<file path="config.mk">
export PLATFORM = sky130hd
export DESIGN_NAME = display_counter
export DESIGN_NICKNAME = d
export VERILOG_FILES = /design/src/rtl/display_pkg.sv /design/src/rtl/count_digit.sv /design/src/rtl/display_counter.sv
export SDC_FILE = /design/constraint.sdc
export NUM_CORES = 1
export LEC_CHECK = 0
export ABC_AREA = 1
export CELL_PAD_IN_SITES_DETAIL_PLACEMENT = 2
export CELL_PAD_IN_SITES_GLOBAL_PLACEMENT = 2
export CORE_MARGIN = 2
export CORE_UTILIZATION = 31
export DETAILED_ROUTE_END_ITERATION = 7
export PLACE_DENSITY = 0.91
export SLEW_MARGIN = 5
export SYNTH_ARGS = -nofsm -noshare
export SYNTH_HDL_FRONTEND = slang
export SYNTH_SLANG_ARGS = --single-unit
</file>
<file path="constraint.sdc">
create_clock -name clk -period 2.15 [get_ports clk]
set_input_delay 0.43 -clock clk [delete_from_list [all_inputs] [get_ports clk]]
set_output_delay 0.43 -clock clk [all_outputs]
set_load 0.01 [all_outputs]
</file>
<file path="src/rtl/display_pkg.sv">
// Shared constants for display_counter: 7-segment glyphs {g,f,e,d,c,b,a}
// (active high), per-digit maxima and the hex glyph decoder.
package display_pkg;

  localparam logic [6:0] SEG_0 = 7'h3F;
  localparam logic [6:0] SEG_1 = 7'h06;
  localparam logic [6:0] SEG_2 = 7'h5B;
  localparam logic [6:0] SEG_3 = 7'h4F;
  localparam logic [6:0] SEG_4 = 7'h66;
  localparam logic [6:0] SEG_5 = 7'h6D;
  localparam logic [6:0] SEG_6 = 7'h7D;
  localparam logic [6:0] SEG_7 = 7'h07;
  localparam logic [6:0] SEG_8 = 7'h7F;
  localparam logic [6:0] SEG_9 = 7'h6F;
  localparam logic [6:0] SEG_A = 7'h77;
  localparam logic [6:0] SEG_B = 7'h7C;
  localparam logic [6:0] SEG_C = 7'h39;
  localparam logic [6:0] SEG_D = 7'h5E;
  localparam logic [6:0] SEG_E = 7'h79;
  localparam logic [6:0] SEG_F = 7'h71;

  localparam logic [3:0] DIGIT_MAX_BCD = 4'd9;
  localparam logic [3:0] DIGIT_MAX_HEX = 4'hF;

  function automatic logic [6:0] seg_decode(input logic [3:0] d);
    logic [6:0] s;
    case (d)
      4'h0: s = SEG_0;
      4'h1: s = SEG_1;
      4'h2: s = SEG_2;
      4'h3: s = SEG_3;
      4'h4: s = SEG_4;
      4'h5: s = SEG_5;
      4'h6: s = SEG_6;
      4'h7: s = SEG_7;
      4'h8: s = SEG_8;
      4'h9: s = SEG_9;
      4'hA: s = SEG_A;
      4'hB: s = SEG_B;
      4'hC: s = SEG_C;
      4'hD: s = SEG_D;
      4'hE: s = SEG_E;
      default: s = SEG_F;
    endcase
    return s;
  endfunction

endpackage

</file>
<file path="src/rtl/count_digit.sv">
// One 4-bit counter digit: combinational next value and carry/borrow.
// The digit register and load path live in the parent.
module count_digit (
  input  logic [3:0] cur,
  input  logic       step,
  input  logic       up,
  input  logic [3:0] max,
  output logic [3:0] value,
  output logic       carry_out
);

  always_comb begin
    value     = cur;
    carry_out = 1'b0;
    if (step) begin
      if (up) begin
        if (cur >= max) begin
          value     = '0;
          carry_out = 1'b1;
        end else begin
          value = cur + 4'd1;
        end
      end else if (cur == '0) begin
        value     = max;
        carry_out = 1'b1;
      end else begin
        value = cur - 4'd1;
      end
    end
  end

endmodule

</file>
<file path="src/rtl/display_counter.sv">
// Prescaled multi-digit BCD/hex up/down counter with load.
// Define DISPLAY_COUNTER_SCAN_EN to add the multiplexed 7-segment outputs seg/comm.
module display_counter
  import display_pkg::*;
#(
  parameter int unsigned CLK_HZ  = 12_000_000,
  parameter int unsigned TICK_HZ = 4,
  parameter int unsigned DIGITS  = 4,
  parameter int unsigned BCD     = 1,
  parameter int unsigned SCAN_HZ = 1000
) (
  input  logic                  clk,
  input  logic                  rst,
  input  logic                  en,
  input  logic                  up,
  input  logic                  load,
  input  logic [4*DIGITS-1:0]   load_val,
  output logic [4*DIGITS-1:0]   count,
  output logic                  tick,
  output logic                  tc
`ifdef DISPLAY_COUNTER_SCAN_EN
  ,
  output logic [6:0]            seg,
  output logic [DIGITS-1:0]     comm
`endif
);

  localparam int unsigned DIV      = CLK_HZ / TICK_HZ;
  localparam int unsigned PW       = $clog2(DIV);
  localparam int unsigned SCAN_DIV = CLK_HZ / (SCAN_HZ * DIGITS);
  localparam logic [3:0]  MAX      = (BCD != 0) ? DIGIT_MAX_BCD : DIGIT_MAX_HEX;

  if (DIV < 2 || SCAN_DIV < 1 || DIGITS < 1 || DIGITS > 8) begin : g_bad_params
    $error("display_counter: invalid parameter combination");
  end

  logic [PW-1:0]       presc;
  logic [4*DIGITS-1:0] count_next;
  logic [4*DIGITS-1:0] load_clamped;
  logic [DIGITS:0]     step_chain;
  logic                at_end;

  assign at_end        = (presc == PW'(DIV - 1));
  assign step_chain[0] = 1'b1;

  // Chain always computes the stepped value; it is only committed on a tick.
  for (genvar i = 0; i < DIGITS; i++) begin : g_digit
    count_digit u_digit (
      .cur      (count[4*i +: 4]),
      .step     (step_chain[i]),
      .up       (up),
      .max      (MAX),
      .value    (count_next[4*i +: 4]),
      .carry_out(step_chain[i+1])
    );
  end

  always_comb begin
    load_clamped = load_val;
    for (int unsigned i = 0; i < DIGITS; i++) begin
      if (BCD != 0 && load_val[4*i +: 4] > 4'd9) load_clamped[4*i +: 4] = 4'd9;
    end
  end

  always_ff @(posedge clk or posedge rst) begin
    if (rst) begin
      count <= '0;
      presc <= '0;
      tick  <= 1'b0;
      tc    <= 1'b0;
    end else if (load) begin
      count <= load_clamped;
      presc <= '0;
      tick  <= 1'b0;
      tc    <= 1'b0;
    end else if (en && at_end) begin
      count <= count_next;
      presc <= '0;
      tick  <= 1'b1;
      tc    <= step_chain[DIGITS];
    end else begin
      if (en) presc <= presc + PW'(1);
      tick <= 1'b0;
      tc   <= 1'b0;
    end
  end

`ifdef DISPLAY_COUNTER_SCAN_EN
  localparam int unsigned SW = (SCAN_DIV > 1) ? $clog2(SCAN_DIV) : 1;
  localparam int unsigned IW = (DIGITS > 1) ? $clog2(DIGITS) : 1;

  logic [SW-1:0] scan_cnt;
  logic [IW-1:0] idx;
  logic [3:0]    cur_digit;

  always_comb begin
    cur_digit = '0;
    for (int unsigned i = 0; i < DIGITS; i++) begin
      if (IW'(i) == idx) cur_digit = count[4*i +: 4];
    end
  end

  always_ff @(posedge clk or posedge rst) begin
    if (rst) begin
      scan_cnt <= '0;
      idx      <= '0;
      seg      <= '0;
      comm     <= '1;
    end else begin
      if (scan_cnt == SW'(SCAN_DIV - 1)) begin
        scan_cnt <= '0;
        idx      <= (idx == IW'(DIGITS - 1)) ? '0 : idx + IW'(1);
      end else begin
        scan_cnt <= scan_cnt + SW'(1);
      end
      seg  <= seg_decode(cur_digit);
      comm <= ~(DIGITS'(1) << idx);
    end
  end
`endif

endmodule

</file>
# Word level (Yosys, flattened, before mapping)
# Index checks and enable logic that the tools add are counted.
[classes] n_addsub=9 order_cmp=8 eq_ne=1 n_mux=43 reduce_logical=13
[op_table] cell="$mux W4" n=19
[op_table] cell="$mux W22" n=3
[op_table] cell="$mux W16" n=2
[op_table] cell="$add A22 B1 Y22 const B" n=1
[op_table] cell="$eq A22 B22 Y1 const B" n=1
[op_table] cell="$mux W1" n=19
[op_table] cell="$add A4 B1 Y4 const B" n=4
[op_table] cell="$ge A4 B4 Y1 const B" n=4
[op_table] cell="$gt A4 B4 Y1 const B" n=4
[op_table] cell="$logic_not A4 Y1" n=4
[op_table] cell="$sub A4 B1 Y4 const B" n=4
[op_table] cell="$reduce_bool A2 Y1" n=4
[op_table] cell="$reduce_and A2 Y1" n=3
[op_table] cell="$reduce_bool A3 Y1" n=1
[op_table] cell="$logic_and A1 B1 Y1" n=1
[word_totals] reg_bits=40 input_bits=21 output_inout_bits=18 wordCells=81

# Longest topological paths before layout
[logic_depth] ltp_word=8 mapped_depth=12 depth_no_buf=12

# By module
# A second synthesis with hierarchy kept.
[unflattened] cells_unflattened=621 hier_area_um2=3877.5
[by_module_without_submodules] module="display_counter" instances=1 cells_per_inst=325 area_each_um2=2245.9
[by_module_without_submodules] module="count_digit" instances=4 cells_per_inst=74 area_each_um2=407.9

# Worst setup path after synthesis
# No wires, ideal clock.
[synth_path] path_kind="reg-to-reg" from="reg count[8]" to="reg count[12]" setup_time_ns=0.066 t_arrival_ns=1.563 required_ns=2.084 slack_ns=0.522 path_stages_with_launch=10 path_buffers=0 cell_sequence="dfrtp_1 > inv_1 > ha_1 > nand3_1 > nand2_1 > a21oi_1 > nand3_1 > nand2_1 > nand3_1 > nand2_1"
[synth_via] elab_chain_len=6 word_cells_on_any_way=8 cone_classes="order compare: 1; mux: 4; reduce/logical: 3"
[synth_lines] element="start: declaration" line_no="display_counter.sv:18" rtl="output logic [4*DIGITS-1:0] count,"
[synth_lines] element="start signal: assignment" line_no="display_counter.sv:72" rtl="count <= load_clamped;"
[synth_lines] element="start signal: assignment" line_no="display_counter.sv:77" rtl="count <= count_next;"
[synth_lines] element="$ge A4 B4 Y1 / $logic_not A4 Y1 (equally long branches)" line_no="count_digit.sv:17, count_digit.sv:23"
[synth_lines] element="$mux W1, on equally long branches" line_no="count_digit.sv:17, count_digit.sv:23"
[synth_lines] element="$mux W1 *" line_no="count_digit.sv:16" rtl="if (up) begin"
[synth_lines] element="$mux W1 *" line_no="count_digit.sv:15" rtl="if (step) begin"
[synth_lines] element="$reduce_bool A2 Y1 (no source line) *"
[synth_lines] element="$reduce_and A2 Y1 (no source line) *"
# Every way passes the cells marked *; elsewhere a longest branch is shown, timed or not.
# A chain may end at the register's enable or synchronous reset.

# Worst setup path in the final report
[layout_path] from="reg count[4]" to="reg count[15]"
[layout_via] elab_chain_len=7 word_cells_on_any_way=9 cone_classes="order compare: 1; mux: 5; reduce/logical: 3"
[layout_lines] element="$ge A4 B4 Y1 / $logic_not A4 Y1 (equally long branches)" line_no="count_digit.sv:17, count_digit.sv:23"
[layout_lines] element="$mux W1, on equally long branches" line_no="count_digit.sv:17, count_digit.sv:23"
[layout_lines] element="$mux W1 *" line_no="count_digit.sv:16"
[layout_lines] element="$mux W1 * (2 in series)" line_no="count_digit.sv:15"
[layout_lines] element="$reduce_bool A2 Y1 (no source line) *"
[layout_lines] element="$reduce_and A2 Y1 (no source line) *"
# Marked as above.

==> reports/metrics.yaml <==
placed_design:
  place_inst: 644
  hpwl_mm: 8.88
  port-buffer-count: 38
  finalWeightedCongestion: 0.836
synth:
  ys_seq_area_share_pct: 31.7
  synth-async-reset-ratio_pct: 100
  syn-cell-area_um2: 3160
  ys.flop_type: "dfrtp_1"
  synth-xor-area-share_pct: 3.88
  synth_top_area_cell: "dfrtp_1"
  synthAdderAreaFrac_pct: 5.54
  yosys_warnings: 0
  synthSimpleGateAreaFrac_pct: 42.3
  syn_nets: 508
  synth.area.mux_share_pct: 0
  synthTopCellsByArea: "dfrtp_1 (32%), nand2_1 (15%), nand3_1 (9.5%), nor2_1 (6.9%), inv_1 (5.6%)"
  ys_ff_latch: 40
  syn_avg_cell_area_um2: 6.68
  synth.distinct_cells: 33
  syn_inst: 473
  synth_top_area_share_pct: 31.7
  synth_top_family_by_area: "simple AND/OR/NAND/NOR gates"
  synth_compound_area_share_pct: 8.48
  synth_edf_count: 0
grt:
  grt.overflow.total: 0
  grt_usage_pct: 22.5
  grt_max_degree: 41
  grt_pass1_wl_mm: 19.7
  first_global_vias: 3851
  antenna_found_initial: 0
die:
  placement_rows: 36
  die_height_um: 105
  die_w_um: 105
  dieArea_um2: 11000
  core-area_um2: 9820
  start_util_pct: 32.2
  io-pin-count: 39
clock_tree:
  clock_latency_ns: 0.32
  clockRootBuffer: "clkbuf_8"
  cts_tree: "yes"
  holdBufCountCts: 0
  cts_sinks: 40
  numCtsBuffers: 5
  post_cts_buffers: 0
  clock_path_buffers: 2
  h-tree-depth: 2
  path_clk_slew_ns: 0.09
  post_cts_resized: 0
status:
  status: "completed"
detailed_routing:
  first_iter_violations: 115
  routed_wl_mm: 11.9
  remaining_drc_errors: 0
  top_layer: "met4"
  route.met2.wl_mm: 6.24
  wl_per_cell_um: 18.3
  wl_met3_um: 259
  route.vias.total: 3404
  ant_nets: 0
  wl_met1_mm: 5.09
  avgViaCountPerCell: 5.22
  firstDrtPassIters: 4
hold_path:
  min_to: "presc[1]"
  hold_depth: 2
  hp-class: "reg -> reg"
  hp-start: "presc[1]"
setup_path:
  rr_endpoint: "count[15]"
  crit_path_start_kind: "flop"
  reg2reg_depth: 11
  crit_path_max_fanout: 5
  cp.arrival_ns: 2.20
  rrSetupSlack_ns: 0.17
  critPathCaptureType: "flop"
  crit_slowest_cell: "dfrtp_1"
  required_ns: 2.36
  crit_top_cell: "nand2_1"
  r2r_start: "count[4]"
  cp_slowest_stage_delay_ns: 0.43
  crit_type: "reg -> reg"
  crit_chain: "inv_1, ha_1, nand3_1, nand2_1, nand2_1, nand2_1, inv_1, nand3_1, nand2_1, nand3_1, nand2_1"
  cp-startpoint: "count[4]"
sta:
  relSlewSlack_pct: 61.7
  fin_worst_skew_ns: 0.0127
  setup_violations: 0
  setup_tns_ns: 0
  whs_ns: 0.549
  drv_slew: 0
  tightest_slew_ns: 0.574
  hold_viol: 0
  period_share_pct: 92.3
  rsz0062_at_grt: "no"
  clock.fmax_mhz: 504
  fin_crit_ns: 1.98
final_layout:
  fin_nets: 553
  syn_to_final_growth_pct: 22.6
  final_cells: 652
  n_antenna_cell: 0
  drive_gt1_share_pct: 9.25
run:
  maxCapViolations: 0
pwr:
  leakagePower_uw: 0.00178
  vdd_drop_max_mv: 0.273
  power_density_nw_per_um2: 589
-- placed cells by master (no fill, tap or decap), types with 2 or more instances in the layout --
master and n:
nor2_2 6, nor3_1 12, nor2_1 58, dfrtp_1 40, xor2_1 9, o21ai_0 23, nand2_2 6, clkbuf_8 5
o211ai_1 2, nor2_4 2, o21ai_1 3, nand4_1 11, xnor2_1 5, ha_1 14, clkdlybuf4s50_1 38, nand3_1 60
nand3b_1 3, o22ai_1 4, inv_1 47, o21ai_2 2, nand2_4 4, inv_2 4, buf_12 2, a21oi_1 13
nand2_1 125, nor3_2 2, buf_4 9
-- routing by layer --
layer  global-route usage, %  vias up
met1                    26.2     1698
met3                    3.62       29
met2                    42.1       57
met5                       0        -
li1                        -     1620
met4                    6.48        0
-- flip-flops by register name, summed over array words and instances (netlist names) --
signal	flops
presc	22
count	16
tc	1
tick	1
-- cell families (layout without fill, tap and decap cells) --
logic type	count (synthesis)	in the layout
flops	40	40
simple gates	292	292
fa+ha+maj	14	14
compound gates	50	50
xor+xnor	14	14
buf+inv	63	109
-- how the worst max path moves through the flow --
stage	end	slack (ns)	cells past startpoint
4_1_cts	count[13]	0.11	9
5_1_grt	count[13]	0.001	10
3_5_place_dp	presc[11]	0.03	6
2_1_floorplan	count[12]	0.52	9
3_3_place_gp	count[15]	0.13	10
6_report	count[15]	0.17	11
-- layout make-up --
cell class                 count  area (um^2)
fill                        1233         5950
multi-input combinational    370         1910
sequential                    40         1000
timing repair buffer          49          488
inverter                      52          195
tap                          133          166
clock buffer                   5         68.8
clock inverter                 3         42.5
-- stage by stage --
step,power [uW],utilization (%),area [um^2],setup slack [ns]
2_1_floorplan,1310,-,3160,0.522
3_3_place_gp,1560,38.2,3750,0.131
3_5_place_dp,1610,38.2,3750,0.0330
4_1_cts,2310,39.4,3860,0.109
5_1_grt,2420,39.4,3870,0.00121
6_report,2280,39.4,3870,0.166
-- cells in the mapped netlist, types with 2 or more instances --
master      n
nand2_4     4
nand2_2     6
nand3b_1    3
nor2_4      2
inv_1      47
o21ai_0    23
o211ai_1    2
nor3_2      2
nor2_2      6
o22ai_1     4
nor2_1     58
a21oi_1    14
clkbuf_1    5
dfrtp_1    40
ha_1       14
xor2_1      9
nor3_1     12
nand2_1   125
buf_2       3
xnor2_1     5
nand3_1    60
o21ai_1     4
buf_4       2
inv_2       4
nand4_1    11
-- power breakdown --
part,internal (uW),switching (uW)
Sequential,796,86.1
Clock,344,326
Combinational,303,427
Total,1440,839
-- critical path: cells and delay by family, from the launching register on --
kind / cells / cell delay, ns
and+or+nand+nor: 8 / 0.95
adders and majority gates: 1 / 0.28
DFF: 1 / 0.43
buffers and inverters: 2 / 0.22
Note: power is estimated with default switching activity, not from simulation.
